$ cat src/rtl/mem_io_ctrl.sv
// Load/store access sequencer: decodes one word request into memory or IO space,
// issues registered strobes to the target and returns a single-cycle response.
module mem_io_ctrl #(
    parameter int unsigned MEM_LAT = 1,
    parameter logic [31:0] IO_BASE = 32'hFFFF_FC00,
    parameter logic [9:0]  LED_OFF = 10'h060,
    parameter logic [9:0]  SW_OFF  = 10'h070,
    parameter logic [9:0]  SEG_OFF = 10'h080
) (
    input  logic        clk,
    input  logic        rst_n,
    input  logic        req_valid,
    output logic        req_ready,
    input  logic        req_write,
    input  logic [31:0] req_addr,
    input  logic [31:0] req_wdata,
    output logic        resp_valid,
    output logic [31:0] resp_rdata,
    output logic        resp_err,
    output logic        mem_en,
    output logic        mem_we,
    output logic [31:0] mem_addr,
    output logic [31:0] mem_wdata,
    input  logic [31:0] mem_rdata,
    output logic        led_we,
    output logic        seg_we,
    output logic [15:0] io_wdata,
    output logic        sw_rd,
    input  logic [15:0] sw_data
);

    localparam int unsigned CW  = 2;
    localparam int unsigned DW  = 32;
    localparam int unsigned IOW = 16;
    localparam int unsigned OW  = 10;

    typedef enum logic [2:0] {IDLE, MEM, MEM_WAIT, IO, RESP} state_t;

    state_t          state, state_n;
    logic [CW-1:0]   cnt, cnt_n;
    logic            wr_q, wr_n;
    logic            err_q, err_n;

    logic            resp_valid_n, resp_err_n, mem_en_n, mem_we_n;
    logic            led_we_n, seg_we_n, sw_rd_n;
    logic [DW-1:0]   resp_rdata_n, mem_addr_n, mem_wdata_n;
    logic [IOW-1:0]  io_wdata_n;

    // Address decode of the request currently offered
    logic            is_io, misaligned, off_led, off_sw, off_seg, io_hit;
    logic [OW-1:0]   io_off;

    assign is_io      = (req_addr >= IO_BASE);
    assign misaligned = (req_addr[1:0] != 2'b00);
    assign io_off     = OW'(req_addr - IO_BASE);
    assign off_led    = (io_off == LED_OFF);
    assign off_sw     = (io_off == SW_OFF);
    assign off_seg    = (io_off == SEG_OFF);
    assign io_hit     = off_led || off_sw || off_seg;

    assign req_ready  = (state == IDLE);

    always_ff @(posedge clk) begin
        if (!rst_n) begin
            state      <= IDLE;
            cnt        <= '0;
            wr_q       <= 1'b0;
            err_q      <= 1'b0;
            resp_valid <= 1'b0;
            resp_err   <= 1'b0;
            resp_rdata <= '0;
            mem_en     <= 1'b0;
            mem_we     <= 1'b0;
            mem_addr   <= '0;
            mem_wdata  <= '0;
            led_we     <= 1'b0;
            seg_we     <= 1'b0;
            sw_rd      <= 1'b0;
            io_wdata   <= '0;
        end else begin
            state      <= state_n;
            cnt        <= cnt_n;
            wr_q       <= wr_n;
            err_q      <= err_n;
            resp_valid <= resp_valid_n;
            resp_err   <= resp_err_n;
            resp_rdata <= resp_rdata_n;
            mem_en     <= mem_en_n;
            mem_we     <= mem_we_n;
            mem_addr   <= mem_addr_n;
            mem_wdata  <= mem_wdata_n;
            led_we     <= led_we_n;
            seg_we     <= seg_we_n;
            sw_rd      <= sw_rd_n;
            io_wdata   <= io_wdata_n;
        end
    end

    // Next state plus next value of every registered output
    always_comb begin
        state_n      = state;
        cnt_n        = cnt;
        wr_n         = wr_q;
        err_n        = err_q;
        resp_valid_n = 1'b0;
        resp_err_n   = 1'b0;
        resp_rdata_n = '0;
        mem_en_n     = 1'b0;
        mem_we_n     = 1'b0;
        led_we_n     = 1'b0;
        seg_we_n     = 1'b0;
        sw_rd_n      = 1'b0;
        mem_addr_n   = mem_addr;
        mem_wdata_n  = mem_wdata;
        io_wdata_n   = io_wdata;

        case (state)
            IDLE: begin
                if (req_valid) begin
                    mem_addr_n  = req_addr;
                    mem_wdata_n = req_wdata;
                    io_wdata_n  = req_wdata[IOW-1:0];
                    wr_n        = req_write;
                    err_n       = 1'b0;
                    if (misaligned || (is_io && !io_hit)) begin
                        state_n      = RESP;
                        resp_valid_n = 1'b1;
                        resp_err_n   = 1'b1;
                    end else if (!is_io) begin
                        state_n  = MEM;
                        mem_en_n = 1'b1;
                        mem_we_n = req_write;
                    end else begin
                        // Wrong-direction device accesses still take the IO slot, without a strobe
                        state_n  = IO;
                        led_we_n = req_write && off_led;
                        seg_we_n = req_write && off_seg;
                        sw_rd_n  = !req_write && off_sw;
                        err_n    = req_write ? off_sw : !off_sw;
                    end
                end
            end
            MEM: begin
                if (wr_q) begin
                    state_n      = RESP;
                    resp_valid_n = 1'b1;
                end else begin
                    state_n = MEM_WAIT;
                    cnt_n   = CW'(MEM_LAT - 1);
                end
            end
            MEM_WAIT: begin
                if (cnt == '0) begin
                    state_n      = RESP;
                    resp_valid_n = 1'b1;
                    resp_rdata_n = mem_rdata;
                end else begin
                    cnt_n = CW'(cnt - 1'b1);
                end
            end
            IO: begin
                state_n      = RESP;
                resp_valid_n = 1'b1;
                resp_err_n   = err_q;
                if (sw_rd) begin
                    resp_rdata_n = DW'(sw_data);
                end
            end
            RESP: begin
                state_n = IDLE;
            end
            default: begin
                state_n = IDLE;
            end
        endcase
    end

endmodule
$ cat config.mk
export PLATFORM = sky130hd
export DESIGN_NAME = mem_io_ctrl
export DESIGN_NICKNAME = d
export VERILOG_FILES = /design/src/rtl/mem_io_ctrl.sv
export SDC_FILE = /design/constraint.sdc
export NUM_CORES = 1
export LEC_CHECK = 0
export CORE_MARGIN = 5
export CORE_UTILIZATION = 38
export DETAILED_ROUTE_END_ITERATION = 10
export GPL_TIMING_DRIVEN = 0
export PLACE_DENSITY_LB_ADDON = 0.1
export SYNTH_ARGS = -nofsm -noshare
export SYNTH_HDL_FRONTEND = slang
export SYNTH_SLANG_ARGS = --single-unit
$ cat constraint.sdc
create_clock -name clk -period 2 [get_ports clk]
set_clock_uncertainty 0.05 [all_clocks]
set_input_delay 0.5 -clock clk [delete_from_list [all_inputs] [get_ports clk]]
set_output_delay 0.5 -clock clk [all_outputs]
set_load 0.01 [all_outputs]
; Word-level counts from Yosys, hierarchy flattened
; Cells that the tools add are included.
[totals]
out_inout_bits = 120
word_cells = 74
regBits = 126
[classes]
magnitude_cmp = 1
reduce_logical = 20
add_sub_neg = 2
muxes = 22
n_bitwise = 4
n_eq_ne = 10
[op_table]
columns = op, count
row1 = $pmux W32 S2, 1
row2 = $ge A32 B32 Y1 const B, 1
row3 = $mux W32, 1
row4 = $eq A10 B7 Y1 const B, 2
row5 = $mux W16, 1
row6 = $mux W3, 4
row7 = $pmux W3 S4, 1
row8 = $eq A10 B8 Y1 const B, 1
row9 = $reduce_or A5 Y1, 2
row10 = $sub A10 B1 Y10 const B, 1
row11 = $mux W1, 8
row12 = $ne A2 B2 Y1 const B, 4
row13 = $eq A3 B2 Y1 const B, 2
row14 = $mux W2, 3
row15 = $logic_and A1 B1 Y1, 4
row16 = $not A1 Y1, 4
row17 = $pmux W1 S4, 1
row18 = $pmux W2 S2, 1
row19 = $reduce_and A2 Y1, 2
row20 = $reduce_bool A2 Y1, 2
row21 = $reduce_or A4 Y1, 1
row22 = $eq A3 B1 Y1 const B, 1
row23 = $logic_not A1 Y1, 3
row24 = $logic_not A3 Y1, 1
row25 = other kinds (5), 7

; Logic depth before layout (Yosys ltp)
; Gate-level depths: netlist of run 1.
[depth]
ltp_word = 10
ltp_mapped = 8

; Least setup slack after synthesis of run 1
; OpenSTA, ideal clock, no wires.
[synth_timing]
path_type = in2reg
start = input port req_addr[2]
end = register err_q
slack_ns = 0.189
n_path_buf = 0
arrival_ns = 1.688
setup_time_ns = 0.072
path_stages = 7
required_ns = 1.878
path_cell_list = nor4_1 -> and2_1 -> and3_1 -> ha_1 -> nand3_1 -> or3_1 -> o21ai_1
[synth_via]
elab_chain_cells = 8
[synth_rtl]
columns = item, line_no
row1 = "start, declared", 15  ; input logic [31:0] req_addr,
row2 = $sub A10 B1 Y10, 55  ; assign io_off = OW'(req_addr - IO_BASE);
row3 = "$eq A10 B7 Y1, on equally long branches", "56, 57"
row4 = $logic_or A1 B1 Y1 (2 in series), 59  ; assign io_hit = off_led || off_sw || off_seg;
row5 = $logic_not A1 Y1, 125  ; if (misaligned || (is_io && !io_hit)) begin
row6 = $logic_and A1 B1 Y1, 125
row7 = $logic_or A1 B1 Y1, 125
row8 = $mux W1 *, 125
row9 = "end signal, assigned", 84  ; err_q <= err_n;
row10 = "end, declared", 42  ; logic err_q, err_n;
; Every way passes the cells marked *; elsewhere a longest branch is shown, timed or not.
; A chain may end at the register's enable or synchronous reset.

; Worst setup path after layout of run 1
[layout_timing]
start = input port req_valid
end = register mem_wdata[19]
[layout_via]
elab_chain_cells = 1
[layout_rtl]
columns = item, line_no
row1 = "start, declared", 12  ; input logic req_valid,
row2 = $reduce_and A2 Y1 (no source line), --
row3 = "end signal, assigned", 91  ; mem_wdata <= mem_wdata_n;
row4 = "end, declared", 23  ; output logic [31:0] mem_wdata,
; Every way passes these cells.

==> summary.md, run 1 <==
| Metric | Value |
|---|---|
| Max Cap Viol | 0 |
| DR vias | 4,070 |
| P&R area growth vs syn | 70.7% |
| DIE AREA | 12,700 µm² |
| Final setup viols | 0 |
| DRC viols | 0 |
| Yosys warns | 0 |
| Layout cell share with drive strength beyond 1 | 0.0876 |
| Hold Path Sink | mem_addr[26] |
| Status | finished clean |
| Power Dens Cells | 660 nW/µm² |
| Setup total negative slack | 0 ns |
| Share of the synthesized area in the top cell type | 0.551 |
| Tcrit/Tclk final | 0.982 |
| Area of the multi-input gates | 1570 µm² |
| I/O Pins | 236 |
| Crit path DAT | 2.13 ns |
| #FFs+latches synth | 110 |
| Vias in the first global route | 4,015 |
| H-tree Lvls | 3 |
| Max Slew Vio Count | 0 |
| DP HPWL | 10,500 µm |
| CP Launch Type | input pin |
| Nets | 833 |
| Max clock buf depth | 2 |
| Die span in x | 113 µm |
| Worst Setup End Kind | register |
| Clk Tree Root Cell | clkbuf_8 |
| Layout Utilization | 0.664 |
| Top post-synthesis cells by area | dfxtp_1 55%, nand2_1 13%, a21oi_1 8.4% |
| I/O Buffers | 235 |
| Synth Area per Inst | 8.58 µm² |
| Initial antenna violation count | 1 |
| Sequential share of the synthesized area | 0.551 |
| Initial DRC Count | 146 |
| Hold Path Depth | 2 |
| Peak Freq | 509 MHz |
| Post-DRT Antenna Nets | 0 |
| First-pass GRT wire length | 20,800 µm |
| Worst Path Max Fanout | 10 |
| Die Y | 113 µm |
| Fill count | 892 |
| Mapped Area | 4000 µm² |
| Synth Instances | 466 |
| Starting Density | 0.389 |
| DR pass1 iterations | 6 |
| Routability cong. | 0.858 |
| Minimum clock period | 1.96 ns |
| Yosys top cell by area | dfxtp_1 |
| Avg WL per Cell | 15.5 µm |
| Distinct cells, synth | 37 |
| Worst r2r src | state[0] |
| Hold path startpoint | mem_addr[26] |
| Commonest non-fill, non-tap cell in the layout | clkdlybuf4s50_1 |
| Worst skew pair latency | 0.35 ns |
| Global route total overflow | 0 |
| Core Footprint | 10,300 µm² |
| Cell Rows | 37 |
| R2R Setup Slk | 0.19 ns |
| Cts bufs inserted | 9 |
| Largest net degree at the start of global routing | 18 |
| Leakage | 2.55 nW |
| Post-synth EDFFs | 0 |
| Vias per cell | 4.75 |
| Peak supply drop | 0.000436 V |
| Ys flop type | dfxtp_1 |
| Most frequent cells in the layout | 228 x clkdlybuf4s50_1, 134 x nand2_1, 110 x dfxtp_1 |
| Hold Path Class | register to register |
| Placed Instances | 837 |
| Gr usage total | 0.202 |
| CTS tree | built |
| Measured slew at the worst slew-check pin | 0.508 ns |
| FF+latch area | 2200 µm² |
| Endpoints failing hold | 0 |
| Clock sink count | 110 |
| R2R depth | 7 |
| Worst slew margin | 0.661 |
| RSZ-0062 raised after global routing | true |
| Data required time of the worst path | 2.17 ns |
| WL final | 13,300 µm |
| Ys async rst share | 0 |
| CTS clock-pin slew for the worst setup and hold paths | 0.10 ns |
| Final cell count without fillers | 856 |
| R2R Path End | mem_wdata[19] |
| CP Class | input pin to register |
| Syn nets | 584 |
==> routing by layer <==
| layer | track usage | vias up | routed length [µm] |
|---|---|---|---|
| met5 | 0 | - | 0 |
| met4 | 0.0489 | 0 | 118 |
| met3 | 0.0685 | 8 | 1190 |
| met2 | 0.369 | 150 | 6810 |
| met1 | 0.225 | 1889 | 5160 |
| li1 | - | 2023 | - |
==> area by class of cell <==
type | count | area share
Tap cell | 136 | 0.0249
Antenna cell | 1 | 0.000367
Sequential cell | 110 | 0.323
Timing Repair Buffer | 238 | 0.348
Buffer | 46 | 0.0420
Clock buffer | 11 | 0.0207
Multi-Input combinational cell | 305 | 0.230
Inverter | 5 | 0.00275
Clock inverter | 4 | 0.00825
==> stage by stage <==
step	hold WS, ns	worst slack (ns)	cell area, µm²	power, mW
CTS	0.412	-0.00830	6740	4.54
detailed placement	0.397	-0.490	6520	3.20
finish	0.409	0.0362	6830	4.51
global placement	0.392	-0.454	6520	3.18
global route	0.423	-0.0329	6830	4.74
floorplan	0.386	0.189	4000	2.67
==> registers in the layout, indices dropped and copies added, names as in the netlist <==
| name | cells |
|---|---|
| mem_we | 1 |
| mem_wdata | 32 |
| wr_q | 1 |
| led_we | 1 |
| state | 3 |
| seg_we | 1 |
| resp_rdata | 32 |
| sw_rd | 1 |
| cnt | 2 |
| resp_err | 1 |
| resp_valid | 1 |
| mem_en | 1 |
| mem_addr | 32 |
| err_q | 1 |
==> worst max-delay path, cell delays in order <==
cell             delay (ns)
clkdlybuf4s50_1        0.50
or4b_4                 0.48
buf_6                  0.15
buf_4                  0.18
buf_4                  0.18
nand2_1                0.07
a21oi_1                0.06
==> Yosys cell counts (3+ instances only) <==
library cell / n
buf_6: 3
nand4_1: 5
o21ai_0: 3
and2_1: 18
a22oi_1: 16
buf_4: 16
buf_2: 9
nor3_1: 3
inv_1: 5
dfxtp_1: 110
a21oi_1: 67
and4_1: 3
nand3_1: 4
nand2_1: 134
nor2_1: 26
clkbuf_1: 18
==> power by group <==
part           leakage (nW)  internal (mW)  total (mW)  switching, mW
clock network         0.100          0.618        1.35          0.729
logic                  1.56          0.489       0.830          0.342
registers             0.898           2.28        2.33         0.0517
==> logic make-up after synthesis <==
family          Yosys count  share of synthesized area
compound gates           92                      0.129
fa+ha+maj                 2                    0.00626
buf+inv                  51                     0.0713
flops                   110                      0.551
mux                       2                    0.00501
simple gates            209                      0.238
==> how the worst max path moves through the flow <==
stage	cells after the start	endpoint	start	slack, ns
after CTS	7	mem_wdata[19]	req_valid	-0.008
after detailed placement	8	err_q	req_addr[2]	-0.49
after global placement	8	err_q	req_addr[2]	-0.45
after floorplan	7	err_q	req_addr[2]	0.19
after global routing	8	err_q	req_addr[8]	-0.03
final	7	mem_wdata[19]	req_valid	0.04
==> repair_timing <==
item,CTS,global route
setup endpoints to repair,10,57
hold buffers,0,0
setup buffers,2,1
resized for setup,7,28
pin swaps,3,2
Note: power is estimated with default switching activity, not from simulation.
==> run 2: changes to the inputs <==
CORE_MARGIN = 1.5   (was 5)
==> run 2 against run 1 <==
  * Register-to-register slack barely moved
  * Via count down 0.84%
  * Die area shrank 12%
  * Clock power increased by 4%
  * Largest cell class unchanged
  * Largest power group unchanged
==> summary.md, run 2 (synthesis gave the netlist of run 1 again) <==
| Metric | Value |
|---|---|
| Initial DRC Count | 131 (-10%) |
| Area of the multi-input gates | 1550 µm² (-1.8%) |
| Leakage | 2.54 nW (-0.54%) |
| Post-DRT Antenna Nets | 0 (unchanged) |
| Hold Path Class | register to register |
| First-pass GRT wire length | 18,900 µm (-9.1%) |
| Crit path DAT | 2.20 ns (+0.07 ns) |
| CP Class | input pin to register |
| Routability cong. | 0.811 (-5.5%) |
| DP HPWL | 9550 µm (-9.2%) |
| RSZ-0062 raised after global routing | true |
| Largest registers | mem_addr (32), mem_wdata (32), resp_rdata (32) |
| Measured slew at the worst slew-check pin | 0.486 ns (-0.0223 ns) |
| H-tree Lvls | 3 (unchanged) |
| CP Launch Type | input pin |
| Commonest non-fill, non-tap cell in the layout | clkdlybuf4s50_1 |
| P&R area growth vs syn | 70.1% |
| R2R Path End | resp_rdata[8] |
| Vias per cell | 4.72 (-0.72%) |
| Pre-CTS setup slack | -0.539 ns (-0.0495 ns) |
| DR pass1 iterations | 4 (-2) |
| Final setup viols | 0 (unchanged) |
| Most frequent cells in the layout | 228 x clkdlybuf4s50_1, 134 x nand2_1, 109 x dfxtp_1 |
| CTS tree | built |
| Initial antenna violation count | 0 (-1) |
| Fill count | 886 (-0.67%) |
| Gr usage total | 0.213 (+0.0106) |
| Status | finished clean |
| I/O Pins | 236 (unchanged) |
| Power Dens Cells | 671 nW/µm² (+1.6%) |
| Slack of the critical path | 0.0255 ns (-0.0107 ns) |
| Largest net degree at the start of global routing | 19 (+1) |
| Die span in x | 106 µm (-6.2%) |
| Die Y | 106 µm (-6.2%) |
| Clk Tree Root Cell | clkbuf_8 |
| DIE AREA | 11,100 µm² (-12%) |
| Worst r2r src | cnt[0] |
| Cts bufs inserted | 9 (unchanged) |
| Layout cell share with drive strength beyond 1 | 0.0862 (-0.00139) |
| Layout Utilization | 0.662 (-0.00256) |
| Clock sink count | 110 (unchanged) |
| Worst Path Max Fanout | 2 (-8) |
| Core Footprint | 10,300 µm² (unchanged) |
| DRC viols | 0 (unchanged) |
| Global route total overflow | 0 (unchanged) |
| Minimum clock period | 1.97 ns (+0.0107 ns) |
| Peak Freq | 506 MHz (-0.54%) |
| Worst skew pair latency | 0.35 ns (about the same) |
| FF+latch area | 2200 µm² (about the same) |
| Endpoints failing hold | 0 (unchanged) |
| Hold path startpoint | mem_addr[25] |
| Hold Path Sink | mem_addr[25] |
| Worst Setup End Kind | register |
| Tcrit/Tclk final | 0.987 (+0.00536) |
| Data required time of the worst path | 2.23 ns (+0.06 ns) |
| Starting Density | 0.389 (unchanged) |
| Vias in the first global route | 3,837 (-4.4%) |
| Setup total negative slack | 0 ns (unchanged) |
| R2R depth | 7 (unchanged) |
| I/O Buffers | 235 (unchanged) |
| Max clock buf depth | 2 (unchanged) |
| Max Cap Viol | 0 (unchanged) |
| N_diodes | 0 (-1) |
| Avg WL per Cell | 14.4 µm (-7.3%) |
| Worst slew margin | 0.676 (+0.0149) |
| Max Slew Vio Count | 0 (unchanged) |
| CTS clock-pin slew for the worst setup and hold paths | 0.10 ns (about the same) |
| WL final | 12,300 µm (-7.4%) |
| R2R Setup Slk | 0.18 ns (about the same) |
| Nets | 832 (-0.12%) |
| Cell Rows | 37 (unchanged) |
| Peak supply drop | 0.000404 V (-7.3%) |
| Hold Path Depth | 2 (unchanged) |
| DR vias | 4,036 (-0.84%) |
[run 2: worst max path at each step]
stage | startpoint | to | slack, ns | cells after the start
final | req_addr[8] | err_q | 0.03 | 8
after global routing | req_addr[7] | err_q | -0.07 | 7
after CTS | req_valid | mem_addr[12] | 0.001 | 7
after detailed placement | req_addr[2] | err_q | -0.54 | 8
after global placement | req_addr[2] | err_q | -0.46 | 8
after floorplan | req_addr[2] | err_q | 0.19 | 7
[run 2: worst max-delay path, cell delays in order]
cell and delay [ns]:
clkdlybuf4s50_1 0.54, nor4_4 0.06, and2_4 0.16, and3_1 0.16, ha_1 0.27, nand3_1 0.06, or3_1 0.30, o21ai_1 0.14
[run 2: what timing repair did]
item | CTS | global route
hold buffers | 0 | 0
gates cloned | 0 | 0
pin swaps | 3 | 2
endpoints found under the setup margin | 6 | 55
hold endpoints to repair | 0 | 0
resized for setup | 8 | 20
buffers inserted | 2 | 0
[run 2: final cells by class]
type,instances,share of cell area
tap,136,0.0250
inverter,5,0.00276
timing repair buffer,237,0.348
clock inverter,5,0.00975
buffer,46,0.0410
multi-input combinational,305,0.227
sequential,110,0.324
clock buffer,11,0.0223
[run 2: per-layer routing]
layer | wire, µm | global-route usage | vias up
met5 | 0 | 0 | -
met4 | 127 | 0.0550 | 0
met3 | 977 | 0.0600 | 13
met2 | 6370 | 0.394 | 145
met1 | 4810 | 0.238 | 1859
li1 | - | - | 2019
[run 2: power breakdown]
part	switching (mW)	total [mW]	internal, mW
combinational	0.333	0.817	0.485
clock	0.751	1.41	0.662
sequential	0.0518	2.33	2.28
total	1.14	4.56	3.43
[run 2: stage by stage]
step	power (mW)	area [µm²]	hold slack [ns]	instances
after CTS	4.61	6760	0.410	855
final	4.56	6800	0.408	855
after floorplan	2.67	4000	0.386	466
after global routing	4.76	6800	0.424	855
after global placement	3.18	6520	0.391	837
after detailed placement	3.20	6520	0.396	837
==> run 3: changes to the inputs <==
CELL_PAD_IN_SITES_DETAIL_PLACEMENT = 0   (was unset)
CELL_PAD_IN_SITES_GLOBAL_PLACEMENT = 1   (was unset)
CORE_UTILIZATION = 26   (was 38)
GPL_TIMING_DRIVEN = unset   (was 0)
==> run 3 against run 2 <==
  * Combinational power about the same
  * Power up 9.4%
  * First-iteration DRC count up 15%
  * Non-clock buffer count down 17
  * Highest routed layer unchanged
  * Critical path depth unchanged
  * Worst setup slack better by 0.051 ns
  * Critical path type unchanged
  * Sequential share of layout area down 0.65 points
  * Sequential power about the same
  * Routed wire length up 0.63%
  * Utilization down 20 points
  * Sequential cell count unchanged
==> summary.md, run 3 (synthesis gave the netlist of run 1 again) <==
| Metric | Value |
|---|---|
| Status | finished clean |
| DP HPWL | 9310 µm (-2.6%) |
| Most frequent cells in the layout | 231 x clkdlybuf4s50_1, 134 x nand2_1, 110 x dfxtp_1 |
| Post-DRT Antenna Nets | 0 (unchanged) |
| Worst Setup SP | req_addr[0] |
| Cts bufs inserted | 9 (unchanged) |
| Peak Freq | 520 MHz (+2.7%) |
| Clock sink count | 110 (unchanged) |
| Max Cap Viol | 0 (unchanged) |
| Vias per cell | 4.42 (-6.3%) |
| Peak supply drop | 0.000386 V (-4.5%) |
| CTS Hold Buffers Added | 0 (unchanged) |
| Global route total overflow | 0 (unchanged) |
| I/O Pins | 236 (unchanged) |
| Clock group share of total power | 0.370 (+0.060) |
| Hold Path Depth | 2 (unchanged) |
| Max Slew Vio Count | 0 (unchanged) |
| Starting Density | 0.265 (-0.124) |
| CP Launch Type | input pin |
| Leakage | 2.57 nW (+1.0%) |
| DR vias | 3,936 (-2.5%) |
| DR pass1 iterations | 4 (unchanged) |
| WL final | 12,400 µm (+0.63%) |
| Die Y | 127 µm (+20%) |
| N_diodes | 0 (unchanged) |
| Logic gate share of total power | 0.163 (-0.016) |
| RSZ-0062 raised after global routing | false |
| Crit path DAT | 2.15 ns (-0.05 ns) |
| Setup total negative slack | 0 ns (unchanged) |
| Nets | 815 (-2.0%) |
| Largest registers | mem_addr (32), mem_wdata (32), resp_rdata (32) |
| Core Footprint | 15,100 µm² (+47%) |
| Initial DRC Count | 150 (+15%) |
| Clk Tree Root Cell | clkbuf_16 |
| Power Dens Cells | 719 nW/µm² (+7.2%) |
| DIE AREA | 16,100 µm² (+45%) |
| I/O Buffers | 235 (unchanged) |
| Measured slew at the worst slew-check pin | 0.699 ns (+0.213 ns) |
| Flop pwr share | 0.467 (-0.044) |
| Slack of the critical path | 0.0767 ns (+0.0512 ns) |
| Worst skew pair latency | 0.34 ns (about the same) |
| Avg WL per Cell | 13.9 µm (-3.3%) |
| Tcrit/Tclk final | 0.962 (-0.0256) |
| Data required time of the worst path | 2.22 ns (about the same) |
| CP Class | input pin to register |
| Max clock buf depth | 2 (unchanged) |
| R2R Path End | led_we |
| DRC viols | 0 (unchanged) |
| Pre-CTS setup slack | -0.420 ns (+0.119 ns) |
| Cell Rows | 45 (+22%) |
| Cell Area, Placed | 6600 µm² (+1.2%) |
| Worst r2r src | state[1] |
| Switching pwr | 1.18 mW (+3.5%) |
| Hold Path Class | register to register |
| Die span in x | 127 µm (+20%) |
| Endpoints failing hold | 0 (unchanged) |
| Minimum clock period | 1.92 ns (-0.0512 ns) |
| H-tree Lvls | 3 (unchanged) |
| Layout cell share with drive strength beyond 1 | 0.0826 (-0.00361) |
| Switching share of power | 0.236 (-0.0133) |
| Worst Path Max Fanout | 2 (unchanged) |
| Largest net degree at the start of global routing | 68 (+49) |
| R2R depth | 5 (-2) |
| Worst setup endpoint | err_q |
| P&R area growth vs syn | 73.5% |
| Pint | 3.82 mW (+11%) |
| CTS tree | built |
| Vias in the first global route | 3,732 (-2.7%) |
| Routability cong. | 0.712 (-12%) |
| Worst Setup End Kind | register |
| Fin area | 6940 µm² (+2.0%) |
| CTS clock-pin slew for the worst setup and hold paths | 0.07 ns (-0.03 ns) |
| R2R Setup Slk | 0.21 ns (+0.03 ns) |
| Initial antenna violation count | 0 (unchanged) |
| Worst slew margin | 0.534 (-0.142) |
| First-pass GRT wire length | 19,000 µm (+0.66%) |
| Gr usage total | 0.150 (-0.0628) |
| Final setup viols | 0 (unchanged) |
| Commonest non-fill, non-tap cell in the layout | clkdlybuf4s50_1 |
## run 3: layer usage
layer / track usage / wire, µm / up-vias
li1: - / - / 1987
met1: 0.182 / 5350 / 1806
met2: 0.243 / 5910 / 130
met3: 0.0553 / 887 / 13
met4: 0.0555 / 217 / 0
met5: 0 / 0 / -
## run 3: per-stage QoR
| step | hold WS [ns] | util | cells | total power, mW |
|---|---|---|---|---|
| 5_1_grt | 0.410 | 0.460 | 890 | 5.23 |
| 2_1_floorplan | 0.386 | - | 466 | 2.67 |
| 3_5_place_dp | 0.396 | 0.437 | 873 | 3.21 |
| 4_1_cts | 0.406 | 0.458 | 889 | 5.09 |
| 3_3_place_gp | 0.392 | 0.437 | 873 | 3.20 |
| 6_report | 0.404 | 0.460 | 890 | 4.99 |
## run 3: timing repair
item                                    4_1_cts  5_1_grt
endpoints found under the setup margin        8       18
resized for setup                             3        5
buffers inserted                              0        1
pin swaps                                     0        2
## run 3: final cells by class
cell class              count  area, µm²
multi-input cells         305       1530
inverters                   5       18.8
flip-flops and latches    110       2200
repair buffers            266       2640
clock buffers              12        256
clock inverters             4       53.8
well taps                 188        235
fillers                  1515       8150
## run 3: worst min path at each step
stage                   from       endpoint  slack, ns
6_report       mem_wdata[19]  mem_wdata[19]       0.40
4_1_cts         mem_addr[18]   mem_addr[18]       0.41
3_3_place_gp   mem_wdata[19]  mem_wdata[19]       0.39
2_1_floorplan           wr_q           wr_q       0.39
3_5_place_dp    mem_addr[18]   mem_addr[18]       0.40
5_1_grt          req_addr[8]    mem_addr[8]       0.41
## run 3: power by group through the flow
stage,clock (mW),sequential (mW),combinational (mW)
finish,1.85,2.33,0.816
global placement,0,2.38,0.822
CTS,1.93,2.33,0.829
detailed placement,0,2.38,0.826
global route,2.00,2.34,0.883
floorplan,0,2.42,0.250
## run 3: critical path, cell delays in order
cell	delay [ns]
clkdlybuf4s50_1	0.49
nor2_1	0.06
and2_1	0.16
and3_1	0.17
ha_1	0.27
nand3_1	0.06
or3_1	0.32
o21ai_1	0.12
